<file path="src/rtl/seg7_scan_scheduler.sv">
// Four-digit seven-segment driver: handshake intake, shift-add-3 BCD converter
// with a one-deep pending slot, and a free-running blanked digit scanner.
module seg7_scan_scheduler #(
  parameter int WIDTH        = 14,
  parameter int SCAN_DIV     = 35000,
  parameter int BLANK_CYCLES = 16
) (
  input  logic             clk,
  input  logic             rst_n,
  input  logic [WIDTH-1:0] value,
  input  logic             value_valid,
  output logic             ready,
  input  logic             blank_zero,
  output logic             bcd_valid,
  output logic             sat,
  output logic [7:0]       seg7,
  output logic [3:0]       seg7_sel
);

  // state  | meaning
  // IDLE   | converter free, ready=1, waiting for value_valid
  // SHIFT  | WIDTH shift-add-3 iterations in progress
  // COMMIT | publish BCD to digits, chain into pending value if any
  typedef enum logic [1:0] {
    IDLE   = 2'd0,
    SHIFT  = 2'd1,
    COMMIT = 2'd2
  } state_t;

  localparam int CW = (SCAN_DIV > 1) ? $clog2(SCAN_DIV) : 1;
  localparam int BW = (WIDTH > 1) ? $clog2(WIDTH) : 1;

  state_t state, state_next;

  logic [WIDTH-1:0] shreg;
  logic [15:0]      bcd;
  logic [BW-1:0]    bit_cnt;
  logic             sat_next;
  logic [15:0]      digits;
  logic             pending;
  logic [WIDTH-1:0] pend_val;

  logic             load;
  logic [WIDTH-1:0] load_val;
  logic             shift_en;
  logic             commit;
  logic             pend_set;
  logic             pend_clr;

  logic [CW-1:0]    slot_cnt;
  logic [1:0]       scan_idx;
  logic [7:0]       seg_d;
  logic [3:0]       sel_d;
  logic [3:0]       digit_cur;
  logic             higher_zero;

  function automatic logic [15:0] dabble(input logic [15:0] cur, input logic bit_in);
    logic [15:0] adj;
    adj = cur;
    for (int n = 0; n < 4; n++) begin
      if (adj[n*4 +: 4] >= 4'd5) adj[n*4 +: 4] = adj[n*4 +: 4] + 4'd3;
    end
    return {adj[14:0], bit_in};
  endfunction

  function automatic logic [7:0] decode(input logic [3:0] d);
    logic [7:0] s;
    case (d)
      4'd0:    s = 8'h3F;
      4'd1:    s = 8'h06;
      4'd2:    s = 8'h5B;
      4'd3:    s = 8'h4F;
      4'd4:    s = 8'h66;
      4'd5:    s = 8'h6D;
      4'd6:    s = 8'h7D;
      4'd7:    s = 8'h07;
      4'd8:    s = 8'h7F;
      4'd9:    s = 8'h6F;
      default: s = 8'h00;
    endcase
    return s;
  endfunction

  always_ff @(posedge clk or negedge rst_n) begin
    if (!rst_n) state <= IDLE;
    else        state <= state_next;
  end

  always_comb begin
    state_next = state;
    load       = 1'b0;
    load_val   = '0;
    shift_en   = 1'b0;
    commit     = 1'b0;
    pend_set   = 1'b0;
    pend_clr   = 1'b0;
    case (state)
      IDLE: begin
        if (value_valid) begin
          load       = 1'b1;
          load_val   = value;
          state_next = SHIFT;
        end
      end
      SHIFT: begin
        shift_en = 1'b1;
        pend_set = value_valid;
        if (bit_cnt == '0) state_next = COMMIT;
      end
      COMMIT: begin
        commit = 1'b1;
        // A value offered during COMMIT is newer than anything pending.
        if (value_valid) begin
          load       = 1'b1;
          load_val   = value;
          pend_clr   = 1'b1;
          state_next = SHIFT;
        end else if (pending) begin
          load       = 1'b1;
          load_val   = pend_val;
          pend_clr   = 1'b1;
          state_next = SHIFT;
        end else begin
          state_next = IDLE;
        end
      end
      default: state_next = IDLE;
    endcase
  end

  assign ready = (state == IDLE);

  always_ff @(posedge clk or negedge rst_n) begin
    if (!rst_n) begin
      shreg     <= '0;
      bcd       <= '0;
      bit_cnt   <= '0;
      sat_next  <= 1'b0;
      digits    <= '0;
      sat       <= 1'b0;
      bcd_valid <= 1'b0;
      pending   <= 1'b0;
      pend_val  <= '0;
    end else begin
      bcd_valid <= commit;
      if (commit) begin
        digits <= bcd;
        sat    <= sat_next;
      end
      if (load) begin
        if (32'(load_val) > 32'd9999) begin
          shreg    <= WIDTH'(9999);
          sat_next <= 1'b1;
        end else begin
          shreg    <= load_val;
          sat_next <= 1'b0;
        end
        bcd     <= '0;
        bit_cnt <= BW'(WIDTH - 1);
      end else if (shift_en) begin
        bcd     <= dabble(bcd, shreg[WIDTH-1]);
        shreg   <= shreg << 1;
        bit_cnt <= bit_cnt - 1'b1;
      end
      if (pend_set) begin
        pending  <= 1'b1;
        pend_val <= value;
      end else if (pend_clr) begin
        pending <= 1'b0;
      end
    end
  end

  always_ff @(posedge clk or negedge rst_n) begin
    if (!rst_n) begin
      slot_cnt <= '0;
      scan_idx <= '0;
    end else if (slot_cnt == CW'(SCAN_DIV - 1)) begin
      slot_cnt <= '0;
      scan_idx <= scan_idx + 2'd1;
    end else begin
      slot_cnt <= slot_cnt + 1'b1;
    end
  end

  always_comb begin
    digit_cur = digits[scan_idx*4 +: 4];
    case (scan_idx)
      2'd1:    higher_zero = (digits[15:4] == 12'd0);
      2'd2:    higher_zero = (digits[15:8] == 8'd0);
      2'd3:    higher_zero = (digits[15:12] == 4'd0);
      default: higher_zero = 1'b0;
    endcase
  end

  always_comb begin
    seg_d = 8'h00;
    sel_d = 4'b0000;
    if (slot_cnt >= CW'(BLANK_CYCLES)) begin
      sel_d = 4'b0001 << scan_idx;
      if (!(blank_zero && higher_zero)) seg_d = decode(digit_cur);
    end
  end

  always_ff @(posedge clk or negedge rst_n) begin
    if (!rst_n) begin
      seg7     <= 8'h00;
      seg7_sel <= 4'b0000;
    end else begin
      seg7     <= seg_d;
      seg7_sel <= sel_d;
    end
  end

endmodule

</file>
<file path="config.mk">
export PLATFORM = sky130hd
export DESIGN_NAME = seg7_scan_scheduler
export DESIGN_NICKNAME = d
export VERILOG_FILES = /design/src/rtl/seg7_scan_scheduler.sv
export SDC_FILE = /design/constraint.sdc
export NUM_CORES = 1
export LEC_CHECK = 0
export ABC_AREA = 1
export CAP_MARGIN = 20
export CORE_UTILIZATION = 40
export DETAILED_ROUTE_END_ITERATION = 7
export PLACE_DENSITY_LB_ADDON = 0.15
export REMOVE_ABC_BUFFERS = 1
export SETUP_SLACK_MARGIN = 0.1
export SLEW_MARGIN = 20
export SYNTH_ARGS = -nofsm -noshare
export SYNTH_HDL_FRONTEND = slang
export SYNTH_SLANG_ARGS = --single-unit
</file>
<file path="constraint.sdc">
create_clock -name clk -period 3.1 [get_ports clk]
set_clock_uncertainty 0.05 [all_clocks]
set_input_delay 0.62 -clock clk [delete_from_list [all_inputs] [get_ports clk]]
set_output_delay 0.62 -clock clk [all_outputs]
set_load 0.01 [all_outputs]
</file>
### Word-level counts from Yosys, hierarchy flattened

Memories as Yosys holds them, arrays and structs flattened.
Cells that the tools add are included.

| word-level totals | value |
|---|---|
| flip-flop bits (word level) | 100 |
| ROM bits | 112 |
| input bits | 18 |
| output and inout bits | 15 |
| word-level logic and storage cells | 83 |
| memories kept | 1 |

| operators by class | value |
|---|---|
| add/subtract/negate cells | 7 |
| magnitude comparators | 6 |
| eq/ne operators | 8 |
| shift-type cells | 2 |
| multiplexer cells | 36 |
| reduce and logical (&&, ||, !) cells | 9 |

Memories:

| memory | words | width | read ports | clocked after Yosys merged registers in | wr ports | RTL line | source |
|---|---|---|---|---|---|---|---|
| (no name shown) | 16 | 7 | 1 | 0 | 0 | 68 | `case (d)` |

Operators by type and width:

| cell | count |
|---|---|
| $mux 14 | 6 |
| $mux 16 | 3 |
| $pmux 14 s2 | 1 |
| $mux 4 | 6 |
| $add 16x1->16 const B | 1 |
| $eq 16x16->1 const B | 1 |
| $ge 16x5->1 const B | 1 |
| $ge 4x3->1 const B | 4 |
| $mux 8 | 2 |
| $shiftx 16x5->4 | 1 |
| $gt 14x14->1 const B | 1 |
| $add 4x2->4 const B | 3 |
| $logic_not 12->1 | 1 |
| $mux 1 | 12 |
| $logic_not 4->1 | 2 |
| $logic_not 8->1 | 1 |
| $eq 2x2->1 const B | 3 |
| $pmux 2 s3 | 1 |
| $eq 2x1->1 const B | 2 |
| $mux 2 | 2 |
| $ne 2x2->1 const B | 2 |
| $reduce_bool 2->1 | 2 |
| $shl 1x2->4 const A | 1 |
| $sub 4x1->4 const B | 1 |
| other kinds (8) | 8 |

### Depth between registers and ports, before layout

Gate-level depths: netlist of the first run.

| depth | value |
|---|---|
| depth in word-level cells | 6 |
| mapped depth | 13 |
| depth with buffers taken out | 13 |

### Least setup slack after synthesis of the first run

No wires, ideal clock.

| timing | value |
|---|---|
| path kind | input port to flip-flop |
| start point | input port value_valid |
| end point | register shreg[11] |
| library setup time | 124 ps |
| arrival | 1569 ps |
| required time | 2926 ps |
| path slack | 1357 ps |
| stages on the path | 12 |
| buffers on the path | 2 |
| cells stage by stage | nor2_4 buf_6 nand3_1 nand2_1 nand2_1 nor2_1 nand2_1 nand2_1 nand2_2 buf_6 nand2_1 nand3_1 |

| on the way | value |
|---|---|
| cells in the longest elaborated chain, start to end | 5 |
| elaborated cells between the ends (all ways) | 10 |
| those cells by class | 1 x order compare; 8 x mux; 1 x reduce/logical |

Ends and longest elaborated chain:

| what | RTL line | source |
|---|---|---|
| start: declaration | 11 | `input logic value_valid,` |
| $mux 14, on equally long branches | 113, 99 |  |
| $pmux 14 s2 | 97 | `case (state)` |
| $gt 14x14->1 | 151 | `if (32'(load_val) > 32'd9999) begin` |
| $mux 14 | 151 |  |
| $mux 14 | 150 | `if (load) begin` |
| end signal: assignment | 155 | `shreg <= load_val;` |
| end signal: assignment | 162 | `shreg <= shreg << 1;` |
| end: declaration | 35 | `logic [WIDTH-1:0] shreg;` |

Parallel ways exist; a longest one is shown, timed or not.
A chain may end at the register's enable or synchronous reset.

### Worst setup path after layout of the first run

| timing | value |
|---|---|
| start point | register scan_idx[0] |
| end point | register seg7[4] |

| on the way | value |
|---|---|
| cells in the longest elaborated chain, start to end | 5 |
| elaborated cells between the ends (all ways) | 9 |
| those cells by class | 3 x eq/ne; 1 x shift; 3 x mux; 1 x reduce/logical; 1 x memory |

Ends and longest elaborated chain:

| what | RTL line | source |
|---|---|---|
| start: declaration | 51 | `logic [1:0] scan_idx;` |
| start signal: assignment | 180 | `scan_idx <= scan_idx + 2'd1;` |
| branches (longest 3 deep; another with $mem_v2 16x7) | - |  |
| $mux 8 * | 201 | `if (!(blank_zero && higher_zero)) seg_d = decode(digit_cur);` |
| $mux 8 * | 199 | `if (slot_cnt >= CW'(BLANK_CYCLES)) begin` |
| via seg_d[4] | 52 | `logic [7:0] seg_d;` |
| end signal: assignment | 210 | `seg7 <= seg_d;` |
| end: declaration | 16 | `output logic [7:0] seg7,` |

Mark *: on every way through the listed nets, which the timed path passes.

==> results of run 1 <==
[metrics by stage]
stage                     util (%)  hold slack (ns)  power (W)
after global routing          48.3            0.279    0.00543
after floorplan                  -            0.274    0.00310
after global placement        45.2            0.416    0.00361
final                         48.3            0.222    0.00500
after detailed placement      45.2            0.422    0.00366
after CTS                     48.3            0.248    0.00508
[layout make-up]
cell class	count	area, um2
Inverter	85	319
Multi-Input combinational cell	408	2150
Clock inverter	4	120
Tap cell	168	210
Fill cell	1193	6280
Sequential cell	99	2480
Clock buffer	12	256
Timing Repair Buffer	35	350
[metal layers]
metal	part of all wire (%)	global-route usage (%)
met5	0	0
met4	1.2	5.45
met3	3.8	4.29
met2	48	30.3
met1	47	22.3
[layout by cell type (no fill, tap or decap), types with 2 or more instances in the layout]
master,Yosys,final
mux2_2,7,7
inv_1,80,80
o21ai_0,64,64
a31oi_1,3,3
o32ai_1,3,3
buf_4,1,4
dfrtp_1,99,99
nand3_1,47,47
xor2_1,11,11
clkdlybuf4s50_1,0,30
o22ai_1,7,7
nor3b_1,2,2
nor2_1,57,57
nand2_2,2,2
nand2_1,135,135
clkbuf_16,0,9
ha_1,22,22
nand4_1,7,7
inv_2,3,3
or2_2,4,4
and3_1,2,2
nor2_4,4,4
nor3_1,9,9
clkinv_1,2,2
clkbuf_8,0,2
a21oi_1,11,11
nor4_1,6,6
bufinv_16,0,4
[power groups by stage]
stage	Clock (W)	Sequential, W	Combinational, W
after floorplan	0	0.00194	0.00115
after global placement	0	0.00198	0.00162
after detailed placement	0	0.00198	0.00168
after CTS	0.00143	0.00197	0.00169
after global routing	0.00147	0.00202	0.00194
final	0.00139	0.00196	0.00165
[cells in the mapped netlist (all sizes together)]
cell	count	share of area [%]
nand2	138	11
dfrtp	99	49
inv	83	6.2
o21ai	64	6.4
nor2	61	5.1
nand3	47	4.7
ha	22	5.5
a21oi	11	1.1
xor2	11	1.9
buf	10	1.4
nor3	9	0.89
clkbuf	7	0.52
mux2	7	1.6
nand4	7	0.87
o22ai	7	0.87
nor4	6	0.74
or2	4	0.50
a31oi	3	0.37
o32ai	3	0.52
and3	2	0.25
clkinv	2	0.15
nor3b	2	0.30
a21o	1	0.15
a32oi	1	0.17
conb	1	0.074
o211ai	1	0.15
[final timing paths]
check	start	end	slack (ns)
worst max register to register	scan_idx[0]$_DFFE_PN0N_	seg7[4]$_DFF_PN0_	0.90
worst min register to register	slot_cnt[0]$_DFF_PN0_	slot_cnt[0]$_DFF_PN0_	0.43
min in group clk	slot_cnt[0]$_DFF_PN0_	slot_cnt[0]$_DFF_PN0_	0.43
worst max-delay path	scan_idx[0]$_DFFE_PN0N_	seg7[4]$_DFF_PN0_	0.90
max in group asynchronous	rst_n	slot_cnt[2]$_DFF_PN0_	2.08
worst min-delay path	rst_n	bcd[5]$_DFFE_PN0P_	0.22
[sequential cells by signal (all words and copies together), names as in the netlist, 2 cells and up]
signal	cells
bcd	16
shreg	14
slot_cnt	16
pend_val	14
scan_idx	2
seg7	7
digits	16
bit_cnt	4
state	2
seg7_sel	4
[kinds of logic (layout without fill, tap and decap cells)]
group	count (synthesis)	after routing	share of synthesized area, %
buffers and inverters	102	136	8.27
XOR/XNOR	11	11	1.91
AND/OR/NAND/NOR	276	276	23.9
AO/OA/AOI/OAI	91	91	9.68
adder cells (fa/ha/maj)	22	22	5.46
other	1	1	0.0744
flip-flops	99	99	49.2
multiplexers	7	7	1.56
==> results.ini, run 1 <==
[sta]
rsz0062_at_grt=false
fin_crit_ns=2.20
finalSetupViolations=0
timing.final.ws_setup_ns=0.899
fmax_mhz=454
fin_setup_tns_ns=0
slew_viol_final=0
relSlewSlack_pct=41.0
timing.final.hold_violations=0
tightest_slew_ns=0.877
timing.final.crit_share_pct=71.0

[clocking]
cts.path.max_buffers=2
cts_setup_buffers=0
cts.sink_count=99
clk_pin_slew_ns=0.07
cts_made_buffers=9
root_buffer=clkbuf_16
clk_latency_ns=0.35
h-tree-depth=3
hold_buffers=0
cts_tree=yes
ctsResizeCount=0

[layout]
diodes=0
synthToLayoutAreaGrowth_pct=16.7
finalInstanceArea_um2=5880
instances_no_fill=811
nets=678
layout-drive-gt1-share_pct=6.38

[power]
switchingPower_w=0.00171
seq_power_share_pct=39.2
internal-power_w=0.00329
combPwrFrac_pct=33.0
power_leakage_nw=2.82
power_density_nw_per_um2=851
peakVddDrop_v=0.000419
clkPwrFrac_pct=27.8
switching_share_pct=34.2

[route]
vias=3965
wirelength_mm=10.3
dr.pass1.iters=5
wl_per_cell_um=12.7
routed_via_density=4.89
ant_nets=0
remaining_drc_errors=0
dr.first_iter.drc_count=300

[global_route]
antenna_found_initial=0
gr-total-overflow=0
grt_use_total_pct=17.8
grt_pass1_vias=3896
grt_pass1_wl_mm=18.2
grt_max_degree=54

[synth]
ys_types=32
netlist_area_um2=5040
postSynthCellCount=609
ys_ff_latch=99
yosysWarnings=0
avgSynthCellArea_um2=8.28
yosysSeqAreaShare_pct=49.2

[die]
coreArea_um2=12200
dieWidth_um=114
io_pins=33
die_area_um2=13100
rows=40
initial_core_util_pct=41.4
die_h_um=114

[worst_setup_path]
critPathRequiredTime_ns=3.28
cp_top_family=flip-flops
criticalPathCategory=register to register
crit_path_start_kind=register
critPathMaxStageDelay_ns=0.58
worstRegToRegCells=10
crit_buf_inv=2
cp_slowest_cell=dfrtp_1
worst-path-max-fanout=13
arrival_ns=2.38
end_kind=register
cp_cell_sequence=clkinv_1, nand2_1, nand3_1, nand2_1, inv_1, ha_1, nor2_1, a21oi_1, o21ai_0, nor2_1
cp_num_cells=10

[placement]
dp_hpwl_mm=7.48
place_area_um2=5500
placed_cells_incl_taps=795
routabilityCongestion=0.856
dp_slack_ns=0.598
portBuffers=31

[run]
max-cap-violations=0

[outcome]
status=completed

[min_path]
hp-class=input pin to async pin

No activity file was read; power rests on OpenSTA's default activity.
==> run 2: changes to the inputs <==
Clock period 3.1 ns to 1.83 ns, I/O delays scaled along.
==> results.ini, run 2 (synthesis results as in run 1) <==
[die]
dieWidth_um=114  ; unchanged
die_h_um=114  ; unchanged
io_pins=33  ; unchanged
initial_core_util_pct=41.4  ; unchanged
die_area_um2=13100  ; unchanged
rows=40  ; unchanged
coreArea_um2=12200  ; unchanged

[run]
max-cap-violations=0  ; unchanged

[global_route]
grt_pass1_wl_mm=19.1  ; was 18.2 mm
antenna_found_initial=0  ; unchanged
grt_pass1_vias=4130  ; was 3896
grt_max_degree=50  ; was 54
gr-total-overflow=0  ; unchanged
grt_use_total_pct=18.6  ; was 17.8%

[sta]
fin_crit_ns=1.74  ; was 2.20 ns
fmax_mhz=576  ; was 454 MHz
timing.final.hold_violations=0  ; unchanged
timing.final.crit_share_pct=94.8  ; was 71.0%
slew_viol_final=0  ; unchanged
whs_ns=0.427  ; was 0.222 ns
timing.final.ws_setup_ns=0.0943  ; was 0.899 ns
finalSetupViolations=0  ; unchanged
rsz0062_at_grt=true  ; was false

[placement]
portBuffers=31  ; unchanged
dp_hpwl_mm=8.13  ; was 7.48 mm
routabilityCongestion=0.888  ; was 0.856
dp_slack_ns=-0.421  ; was 0.598 ns

[outcome]
status=completed  ; unchanged

[power]
power_leakage_nw=3.15  ; was 2.82 nW
peakVddDrop_v=0.000607  ; was 0.000419 V
power_density_nw_per_um2=1330  ; was 851 nW/um2

[worst_setup_path]
r2r_start=scan_idx[0]$_DFFE_PN0N_  ; unchanged
end_kind=register  ; unchanged
worstRegToRegCells=8  ; was 10
critPathLaunch=scan_idx[0]$_DFFE_PN0N_  ; unchanged
worst-path-max-fanout=6  ; was 13
arrival_ns=1.96  ; was 2.38 ns
rr_endpoint=seg7[0]$_DFF_PN0_  ; was seg7[4]$_DFF_PN0_
crit_path_start_kind=register  ; unchanged
crit_end=seg7[0]$_DFF_PN0_  ; was seg7[4]$_DFF_PN0_
critPathRequiredTime_ns=2.05  ; was 3.28 ns
rrSetupSlack_ns=0.09  ; was 0.90 ns
criticalPathCategory=register to register  ; unchanged

[route]
wl_per_cell_um=13.2  ; was 12.7 um
wirelength_mm=11.5  ; was 10.3 mm
dr.first_iter.drc_count=255  ; was 300
vias=4268  ; was 3965
ant_nets=0  ; unchanged
remaining_drc_errors=0  ; unchanged
routed_via_density=4.87  ; was 4.89
dr.pass1.iters=4  ; was 5

[clocking]
cts_tree=yes  ; unchanged
clk_latency_ns=0.35  ; about the same
h-tree-depth=3  ; unchanged
cts.path.max_buffers=2  ; unchanged
cts_made_buffers=9  ; unchanged
cts.sink_count=99  ; unchanged
clk_pin_slew_ns=0.07  ; about the same
root_buffer=clkbuf_16  ; unchanged

[layout]
mostFrequentLayoutCell=nand2_1  ; unchanged
ff_latch_area_um2=2480  ; about the same
reg_top3=bcd (16), digits (16), slot_cnt (16)  ; unchanged
final_cell_mix=nand2_1 (122), dfrtp_1 (95), inv_1 (76)  ; was nand2_1 (135), dfrtp_1 (99), inv_1 (80)
synthToLayoutAreaGrowth_pct=29.5  ; was 16.7%
nets=743  ; was 678
layout-drive-gt1-share_pct=22.0  ; was 6.38%
diodes=0  ; unchanged
nFillCells=1103  ; was 1193
multiInputGateArea_um2=2360  ; was 2150 um2

[min_path]
hp-class=input pin to async pin  ; unchanged

-- run 2: changes by cell type in the layout (fill, tap and decap cells not counted), sizes merged, moves of 2 or more --
cell           before  now
buf                 5   65
bufinv              4    0
nor2               61   63
clkinvlp            0    3
clkdlybuf4s50      30   28
clkinv              2    4
-- run 2: power by group --
| group | switching, W | internal (W) |
|---|---|---|
| logic | 0.00196 | 0.00157 |
| clock network | 0.000819 | 0.000995 |
| registers | 0.000441 | 0.00292 |
| total | 0.00322 | 0.00548 |
-- run 2: worst min-delay path by stage --
stage,to,cells after the start,from
floorplan,bcd[0]$_DFFE_PN0P_,0,rst_n
global placement,bcd[1]$_DFFE_PN0P_,1,rst_n
detailed placement,bcd[1]$_DFFE_PN0P_,1,rst_n
CTS,bcd[1]$_DFFE_PN0P_,2,rst_n
global route,bcd[1]$_DFFE_PN0P_,2,rst_n
finish,bcd[1]$_DFFE_PN0P_,2,rst_n
-- run 2: final cells by class --
class | count | share of cell area, %
clock buffer | 12 | 3.93
inverter | 85 | 5.08
timing repair buffer | 96 | 13.1
tap | 168 | 3.22
clock inverter | 4 | 0.364
timing repair inverter | 1 | 0.115
multi-input combinational | 411 | 36.2
sequential | 99 | 38.0
-- run 2: routing by layer --
| layer | share of wire, % | global-route usage (%) | up-vias |
|---|---|---|---|
| li1 | - | - | 2152 |
| met1 | 48 | 24.7 | 2016 |
| met2 | 46 | 30.0 | 86 |
| met3 | 3.7 | 4.61 | 14 |
| met4 | 1.8 | 5.71 | 0 |
| met5 | 0 | 0 | - |
-- run 2: timing repair --
action | CTS | global route
pin swaps | 3 | 30
hold buffers | 1 | 0
cloned | 2 | 3
resized for setup | 9 | 78
endpoints found under the hold margin | 24 | 0
buffers inserted | 3 | 12
endpoints found under the setup margin | 24 | 43
-- run 2: metrics by stage --
stage / TNS (ns) / util [%] / power [W] / cells / cell area (um2)
2_1_floorplan: -0.110 / - / 0.00525 / 592 / 4940
3_3_place_gp: -4.80 / 48.2 / 0.00645 / 839 / 5860
3_5_place_dp: -6.41 / 48.2 / 0.00655 / 839 / 5860
4_1_cts: 0 / 50.9 / 0.00843 / 861 / 6190
5_1_grt: -0.0436 / 53.7 / 0.00941 / 876 / 6530
6_report: 0 / 53.7 / 0.00870 / 876 / 6530
-- run 2: critical path, stage by stage, from the launching register on --
cell,delay [ns]
dfrtp_2,0.45
buf_6,0.15
o21ai_1,0.25
nand2_4,0.11
buf_4,0.15
ha_1,0.18
o21ai_2,0.17
nor2_1,0.06
nor2_1,0.10
==> run 3: changes to the inputs <==
Settings changed: PLACE_DENSITY_LB_ADDON 0.15 to not set.
==> results.ini, run 3 (synthesis results as in run 1) <==
[placement]
portBuffers=31  ; unchanged
dp_hpwl_mm=7.95  ; was 8.13 mm
dp_slack_ns=-0.385  ; was -0.421 ns
placed_cells_incl_taps=831  ; was 839
routabilityCongestion=0.840  ; was 0.888
place_area_um2=5800  ; was 5860 um2

[layout]
diodes=0  ; unchanged
multiInputGateArea_um2=2310  ; was 2360 um2
final_cell_mix=nand2_1 (128), dfrtp_1 (96), inv_1 (74)  ; was nand2_1 (122), dfrtp_1 (95), inv_1 (76)
reg_top3=bcd (16), digits (16), slot_cnt (16)  ; unchanged
instances_no_fill=872  ; was 876
finalInstanceArea_um2=6490  ; was 6530 um2
layout-drive-gt1-share_pct=20.0  ; was 22.0%
ff_latch_area_um2=2480  ; about the same
mostFrequentLayoutCell=nand2_1  ; unchanged
nets=740  ; was 743
nFillCells=1110  ; was 1103
synthToLayoutAreaGrowth_pct=28.9  ; was 29.5%

[global_route]
grt_pass1_wl_mm=19.0  ; was 19.1 mm
antenna_found_initial=0  ; unchanged
grt_max_degree=36  ; was 50
gr-total-overflow=0  ; unchanged
grt_pass1_vias=3932  ; was 4130
grt.busiest_layer=met2  ; unchanged
globalRouteMet3Util_pct=4.71  ; was 4.61%
grt_use_total_pct=18.7  ; was 18.6%
grt_use_met1_pct=25.7  ; was 24.7%
grtUsageMet2_pct=29.0  ; was 30.0%

[route]
dr.pass1.iters=5  ; was 4
remaining_drc_errors=0  ; unchanged
routed_via_density=4.92  ; was 4.87
wl_per_cell_um=13.2  ; about the same
wirelength_mm=11.5  ; about the same
dr.first_iter.drc_count=304  ; was 255
ant_nets=0  ; unchanged
vias=4292  ; was 4268

[worst_setup_path]
worst-path-max-fanout=6  ; unchanged
critPathRequiredTime_ns=2.06  ; was 2.05 ns
end_kind=register  ; unchanged
cp_slowest_cell=dfrtp_2  ; unchanged
critPathMaxStageDelay_ns=0.44  ; was 0.45 ns
criticalPathCategory=register to register  ; unchanged
cp_cell_sequence=buf_6, o21ai_1, nand2_4, buf_6, buf_4, ha_1, nor2_1, nor2_1, nor2_1  ; was buf_6, o21ai_1, nand2_4, buf_4, ha_1, o21ai_2, nor2_1, nor2_1
path_common_cell=nor2_1  ; unchanged
arrival_ns=1.96  ; about the same
crit_path_start_kind=register  ; unchanged

[sta]
tightest_slew_ns=0.510
slew_viol_final=0  ; unchanged
fmax_mhz=577  ; was 576 MHz
rsz0062_at_grt=true  ; unchanged
fin_setup_tns_ns=0  ; unchanged
timing.final.hold_violations=0  ; unchanged
relSlewSlack_pct=65.8
fin_crit_ns=1.73  ; was 1.74 ns
finalSetupViolations=0  ; unchanged
timing.final.crit_share_pct=94.7  ; was 94.8%
timing.final.ws_setup_ns=0.0975  ; was 0.0943 ns

[die]
dieWidth_um=114  ; unchanged
initial_core_util_pct=41.4  ; unchanged
coreArea_um2=12200  ; unchanged
die_h_um=114  ; unchanged
io_pins=33  ; unchanged
die_area_um2=13100  ; unchanged
rows=40  ; unchanged

[clocking]
h-tree-depth=3  ; unchanged
cts.sink_count=99  ; unchanged
clk_latency_ns=0.35  ; about the same
root_buffer=clkbuf_16  ; unchanged
clk_pin_slew_ns=0.06  ; was 0.07 ns
cts_made_buffers=9  ; unchanged
cts_tree=yes  ; unchanged
cts.path.max_buffers=2  ; unchanged

[min_path]
hp-class=register to register  ; was input pin to async pin

[run]
max-cap-violations=0  ; unchanged

[power]
power_density_nw_per_um2=1360  ; was 1330 nW/um2
finalPower_w=0.00885  ; was 0.00870 W
power_leakage_nw=3.14  ; was 3.15 nW
peakVddDrop_v=0.000593  ; was 0.000607 V

[outcome]
status=completed  ; unchanged

==> run 3: changes by cell type in the layout (fill, tap and decap cells not counted), sizes merged <==
cell    before  now
inv         83   82
nand2      139  140
buf         65   63
bufinv       0    2
clkbuf      13   14
nor2        63   61
clkinv       4    1
==> run 3: timing repair <==
| item | CTS | global route |
|---|---|---|
| gates resized for setup | 12 | 63 |
| setup endpoints to repair | 24 | 60 |
| buffers inserted | 5 | 16 |
| endpoints found under the hold margin | 31 | 0 |
| pin swaps | 4 | 24 |
| hold buffers | 1 | 0 |
| cloned | 0 | 4 |
==> run 3: final cells by class <==
cell class / count / area share (%)
Inverter: 85 / 5.12
Tap cell: 168 / 3.24
Timing Repair inverter: 1 / 0.116
Clock inverter: 2 / 0.925
Clock buffer: 13 / 3.85
Sequential cell: 99 / 38.2
Timing Repair Buffer: 94 / 12.9
Multi-Input combinational cell: 410 / 35.6
==> run 3: metrics by stage <==
stage	hold slack [ns]	util, %
2_1_floorplan	0.0204	-
3_3_place_gp	0.314	47.7
3_5_place_dp	0.318	47.7
4_1_cts	0.440	50.7
5_1_grt	0.470	53.4
6_report	0.438	53.4
==> run 3: worst paths after layout <==
path / endpoint / from / cells after the start / slack [ns]
max in group asynchronous: pend_val[8]$_DFFE_PN0P_ / rst_n / 3 / 0.70
setup / recovery: seg7[0]$_DFF_PN0_ / scan_idx[0]$_DFFE_PN0N_ / 9 / 0.1
setup reg to reg: seg7[0]$_DFF_PN0_ / scan_idx[0]$_DFFE_PN0N_ / 9 / 0.1
hold reg to reg: bit_cnt[3]$_DFFE_PN0P_ / bit_cnt[3]$_DFFE_PN0P_ / 2 / 0.44
hold / removal: bit_cnt[3]$_DFFE_PN0P_ / bit_cnt[3]$_DFFE_PN0P_ / 2 / 0.44
min in group asynchronous: pend_val[2]$_DFFE_PN0P_ / rst_n / 2 / 0.48
==> run 3: critical path, delay by kind of cell, from the launching register on <==
family / cells / cell delay (ns)
flip-flops: 1 / 0.44
buffers and inverters: 3 / 0.41
AND/OR/NAND/NOR: 4 / 0.36
AO/OA/AOI/OAI: 1 / 0.24
adder cells (fa/ha/maj): 1 / 0.16
==> run 3: report_power, final <==
group	switching (W)	internal, W
Combinational	0.00198	0.00152
Clock	0.000788	0.00123
Sequential	0.000424	0.00291
Total	0.00319	0.00566
==> run 3: per-layer routing <==
| layer | part of all wire (%) | vias up |
|---|---|---|
| li1 | - | 2149 |
| met1 | 49 | 2047 |
| met2 | 46 | 80 |
| met3 | 3.3 | 16 |
| met4 | 1.6 | 0 |
| met5 | 0 | - |
==> edit 1: new RTL, settings of run 3 <==
Make the reset (`rst_n`) synchronous in 4 clocked blocks.
--- a/src/rtl/seg7_scan_scheduler.sv
+++ b/src/rtl/seg7_scan_scheduler.sv
@@ -82,5 +82,5 @@
   endfunction
 
-  always_ff @(posedge clk or negedge rst_n) begin
+  always_ff @(posedge clk) begin
     if (!rst_n) state <= IDLE;
     else        state <= state_next;
@@ -131,5 +131,5 @@
   assign ready = (state == IDLE);
 
-  always_ff @(posedge clk or negedge rst_n) begin
+  always_ff @(posedge clk) begin
     if (!rst_n) begin
       shreg     <= '0;
@@ -172,5 +172,5 @@
   end
 
-  always_ff @(posedge clk or negedge rst_n) begin
+  always_ff @(posedge clk) begin
     if (!rst_n) begin
       slot_cnt <= '0;
@@ -203,5 +203,5 @@
   end
 
-  always_ff @(posedge clk or negedge rst_n) begin
+  always_ff @(posedge clk) begin
     if (!rst_n) begin
       seg7     <= 8'h00;
Function: differs if rst_n is asserted again (counterexample within 4 cycles, from zero or initial values and one cycle with rst_n low); with rst_n held inactive, the same outputs for 10 cycles.
==> edit 1 against run 3 <==
  * The run now ends with design-rule violations left
  * Worst setup slack improved by 0.067 ns
  * Via count grew 4.4%
  * Sequential cell count is the same
  * Routed wire length down 2.5%
  * Critical path depth fell by 8
  * Synthesized area fell by 4.9%
  * Cell count rose by 0.46%
  * Design area is 6.0% lower
  * Count of clock-buffer cells in the layout is 3 lower
  * Register-to-register slack improved by 0.08 ns
  * Largest cell class is now multi-input gates
  * Highest routed layer unchanged
Power is not compared: it rests on default switching activity, and its combinational part moved more than twofold at a synthesized area within 25%.
==> edit 1: results (changes against run 3) <==
- Crit path from: sat
* Failing checks: design-rule violations
- In this run the most critical hold path is launched from slot_cnt[0].
- The number of unique standard cell types used by synthesis came to 41 (+28%).
- Post-synth top flop: dfxtp_1
- Largest incremental delay on the critical path: 0.55 ns (+0.11 ns)
- Via count: 4479 (+4.4%)
- Number of buffers inserted during clock tree synthesis: 9 (unchanged)
- The critical-path maximum fanout is 2 (-4).
- Pin count of the biggest net entering global routing: 38 (+5.6%)
- Family with the most delay on the worst path: buffers and inverters
- The share of cells above drive strength 1 is 18.4% (-1.6 points).
- The post-route DRC violation count is 2 (+2).
- Top post-synthesis cells by area: dfxtp_1 41%, nand2_1 9.7%, o21ai_0 6.7%, a21oi_1 6.2%, inv_1 6.0%
- The minimum setup slack after placement was -0.373 ns (+0.0118 ns).
- The number of global-route vias before repair was 4161 (+5.8%).
- Clock tree synthesis selected as its root buffer the cell clkbuf_16.
* Clk_lat worst skew: 0.35 ns (about the same)
* Reg-to-reg critical path startpoint: scan_idx[0]
- P_leak: 2.57 nW
* Worst-path cell with the longest stage delay: clkdlybuf4s50_1
- The initial DRC count came to 236 (-22%).
- The flow ran to the end, but the final reports show violations.
- Placed instance area: 0.00554 mm2 (-4.5%)
- Sequential area share after synthesis: 41.4% (-7.8 points)
- Ranking of synthesized cells by instance count: 124 x nand2_1, 99 x dfxtp_1, 77 x inv_1
- The final estimated routing congestion in global placement came to 0.797 (-5.2%).
* Layout Nets: 768 (+3.8%)
- The total iterations of the first detailed-routing run was 6 (+1).
- The routed wire length came to 11200 um (-2.5%).
* Share of flip-flops with an asynchronous set or reset after synthesis: 0% (-100 points)
* Data arrival, critical path: 1.25 ns (-0.71 ns)
* Quantity of I/O buffers inserted on ports: 31 (unchanged)
* HPWL after detailed placement: 7730 um (-2.7%)
- GRT Resource Usage Total: 18.5% (-0.19 points)
- Wire length of the first global-routing pass: 18800 um (-0.87%)
* Total of warnings raised by yosys: 0 (unchanged)
==> edit 1: layout make-up <==
| cell class | count | area, um2 |
|---|---|---|
| fillers | 1093 | 5460 |
| repair inverters | 1 | 7.51 |
| clock inverters | 6 | 65.1 |
| well taps | 143 | 179 |
| flip-flops and latches | 99 | 2000 |
| repair buffers | 91 | 817 |
| inverters | 84 | 334 |
| multi-input cells | 442 | 2470 |
| clock buffers | 10 | 239 |
==> edit 1: power groups by stage <==
| stage | clock network [mW] | logic (mW) | registers, mW |
|---|---|---|---|
| after floorplan | 0 | 0.363 | 2.35 |
| after global placement | 0 | 0.611 | 2.37 |
| after detailed placement | 0 | 0.629 | 2.37 |
| after CTS | 1.99 | 0.629 | 2.32 |
| after global routing | 2.07 | 0.758 | 2.34 |
| final | 1.93 | 0.675 | 2.33 |
==> edit 1: cell families (layout without fill, tap and decap cells) <==
kind of cell / after synthesis / count (layout) / synth area share (%)
buffers and inverters: 112 / 192 / 9.77
flip-flops: 99 / 99 / 41.4
AO/OA/AOI/OAI: 152 / 152 / 17.6
other: 1 / 1 / 0.0783
AND/OR/NAND/NOR: 253 / 255 / 23.3
adder cells (fa/ha/maj): 22 / 22 / 5.74
XOR/XNOR: 12 / 12 / 2.19
==> edit 1: final timing paths <==
| path | end | slack, ns | cells past startpoint |
|---|---|---|---|
| worst max-delay path | sat | 0.16 | 1 |
| worst min-delay path | slot_cnt[0] | 0.38 | 1 |
| worst max register to register | seg7[3] | 0.18 | 8 |
| worst min register to register | slot_cnt[0] | 0.38 | 1 |
==> edit 1: per-stage QoR <==
step / TNS [ns] / power [mW] / utilization (%) / cells
global placement: -4.24 / 2.98 / 47.9 / 846
CTS: 0 / 4.94 / 50.8 / 864
floorplan: -25.37 / 2.71 / - / 623
detailed placement: -5.85 / 3.00 / 47.9 / 846
finish: 0 / 4.93 / 52.8 / 876
global route: 0 / 5.17 / 52.8 / 876
==> edit 1: what timing repair did <==
item / CTS / global route
pin swaps: 3 / 19
endpoints found under the setup margin: 23 / 36
setup buffers: 2 / 9
cloned: 0 / 3
gates resized for setup: 13 / 43
==> edit 1: layer usage <==
layer  wire (um)  up-vias  GRT usage, %
met1        5040     2099          21.8
met5           0        -             0
met3         447       15          4.95
li1            -     2281             -
met4         183        0          5.41
met2        5540       84          32.8
==> edit 2: new RTL, flow settings as in run 3 <==
Made on the original files. Set the parameter `WIDTH` to 28 (it was 14).
--- a/src/rtl/seg7_scan_scheduler.sv
+++ b/src/rtl/seg7_scan_scheduler.sv
@@ -2,5 +2,5 @@
 // with a one-deep pending slot, and a free-running blanked digit scanner.
 module seg7_scan_scheduler #(
-  parameter int WIDTH        = 14,
+  parameter int WIDTH        = 28,
   parameter int SCAN_DIV     = 35000,
   parameter int BLANK_CYCLES = 16
Ports: changed (resized value); port bits go from 33 to 47. No check against the original RTL was run, so the function may have changed too.
==> edit 2 against run 3 <==
  * Worst setup slack got worse by 0.068 ns
  * Via count rose by 23%
  * Design area grew 29%
  * Sequential share of layout area is 0.23 points higher
  * Synthesized cell count grew 22%
  * Total power is 39% higher
  * Critical path type unchanged
  * Non-clock buffer count increased by 24
  * Routed wire length increased by 21%
  * Combinational power grew 29%
  * Sequential cell count rose by 29
  * Synthesized area rose by 27%
  * Highest routed layer unchanged
  * Maximum frequency decreased by 3.8%
==> edit 2: results (changes against run 3) <==
* Result of the run: complete, no violations
* Quantity of I/O buffers inserted on ports: 45 (+45%)
* Global Route met1 Usage: 21.8% (-3.9 points)
* Iter 0 DRT Violations: 330 (+8.6%)
- The clock buffer count from CTS was 17 (+8).
* Placed instance area: 0.00741 mm2 (+28%)
* Layout Nets: 911 (+23%)
- Family with the most delay on the worst path: simple AND/OR/NAND/NOR gates
- GRT Resource Usage Total: 18.0% (-0.71 points)
* Detailed-route wire length: 13900 um (+21%)
- Total met3 wirelength after detailed routing: 528 um (+39%)
- The commonest cells after synthesis are 150 x nand2_1, 128 x dfrtp_1, 93 x inv_1.
- The total number of H-tree levels came to 4 (+1).
- The critical-path maximum fanout came to 15 (+9).
- Pin count of the biggest net entering global routing: 86 (+140%)
* Wire length of the first global-routing pass: 23900 um (+26%)
- Leading registers by flop count: pend_val (28), shreg (28)
* Worst-path cell with the longest stage delay: dfrtp_1
* P_leak: 3.95 nW (+26%)
* Setup slack on the worst flop-to-flop path: 0.03 ns (-0.07 ns)
* Worst Reg-to-Reg Cells: 13 (+4)
* Sequential area share after synthesis: 50.2% (+1.0 points)
- The total half-perimeter wirelength after legalization and detailed placement is 9270 um (+17%).
- Met3 track utilization from global routing: 4.74% (+0.029 points)
- Clk_lat worst skew: 0.42 ns (+0.07 ns)
* Share of flip-flops with an asynchronous set or reset after synthesis: 100% (unchanged)
- The min-delay analysis places its worst path in the category in -> async.
- The total iterations of the first detailed-routing run came to 6 (+1).
* Slew at the pin closest to its max-slew limit: 0.642 ns (+0.133 ns)
- Total placed cells including tap cells: 1027 (+24%)
- The startpoint identified for the worst register-to-register timing path is state[1].
* Endpoint of the worst register-to-register path: shreg[10]
- The met1 wire length was 6260 um (+11%).
* Top post-synthesis cells by area: dfrtp_1 50%, nand2_1 8.8%, inv_1 5.5%, o21ai_0 5.3%, nand3_1 4.6%
- The critical path starts at state[1].
* Largest incremental delay on the critical path: 0.39 ns (-0.05 ns)
- The total met2 wirelength after detailed routing is 6860 um (+29%).
- The non-filler instance count after layout is 1078 (+24%).
- Unique cell type count in the Yosys netlist: 39 (+22%)
- The via-per-instance ratio is 4.91 (-0.22%).
- Proportion of layout cells with a drive suffix above 1: 21.1% (+1.1 points)
- Average footprint of a synthesized cell: 8.57 um2 (+3.5%)
- Vias in the first global route: 5245 (+33%)
- The met2 usage came to 30.7% (+1.6 points).
* Data arrival, critical path: 2.06 ns (+0.10 ns)
- Worst vdd ir: 0.834 mV (+41%)
- Internal Pwr Total: 8.03 mW (+42%)
[edit 2: power groups by stage]
stage	sequential [mW]	clock, mW	combinational (mW)
final	4.35	3.42	4.50
after global routing	4.47	3.62	5.11
after CTS	4.35	3.50	4.35
after detailed placement	4.39	0	4.25
after global placement	4.36	0	4.10
after floorplan	4.26	0	2.84
[edit 2: layout make-up]
cell class | instances | area, um2
Multi-Input combinational cell | 491 | 2780
Tap cell | 211 | 264
Timing Repair inverter | 1 | 5.00
Fill cell | 1349 | 7020
Timing Repair Buffer | 118 | 1110
Inverter | 99 | 385
Sequential cell | 128 | 3210
Clock buffer | 26 | 529
Clock inverter | 4 | 72.6
[edit 2: stage by stage]
step                hold WS, ns  worst slack (ns)
detailed placement        0.126            -0.498
CTS                       0.227            0.0321
floorplan                0.0204             -1.51
finish                    0.247            0.0297
global route              0.258            -0.104
global placement          0.127            -0.421
[edit 2: worst max-delay path by stage]
| stage | cells past startpoint | to | slack [ns] |
|---|---|---|---|
| global placement | 11 | shreg[7] | -0.42 |
| detailed placement | 10 | shreg[11] | -0.50 |
| finish | 13 | shreg[10] | 0.03 |
| global route | 13 | shreg[10] | -0.10 |
| CTS | 13 | shreg[10] | 0.03 |
| floorplan | 7 | shreg[0] | -1.51 |
[edit 2: what timing repair did]
action / 4_1_cts / 5_1_grt
hold buffers: 1 / 0
pin swaps: 3 / 16
hold endpoints to repair: 5 / 0
gates cloned: 1 / 2
endpoints found under the setup margin: 39 / 65
buffers inserted: 4 / 13
resized for setup: 15 / 61
[edit 2: cells by family after synthesis]
| family | share of synthesized area, % |
|---|---|
| simple gates | 21.2 |
| flops | 50.2 |
| buf+inv | 8.53 |
| compound gates | 10.9 |
| fa+ha+maj | 4.51 |
| mux | 3.00 |
| xor+xnor | 1.65 |
| other cells | 0.0587 |
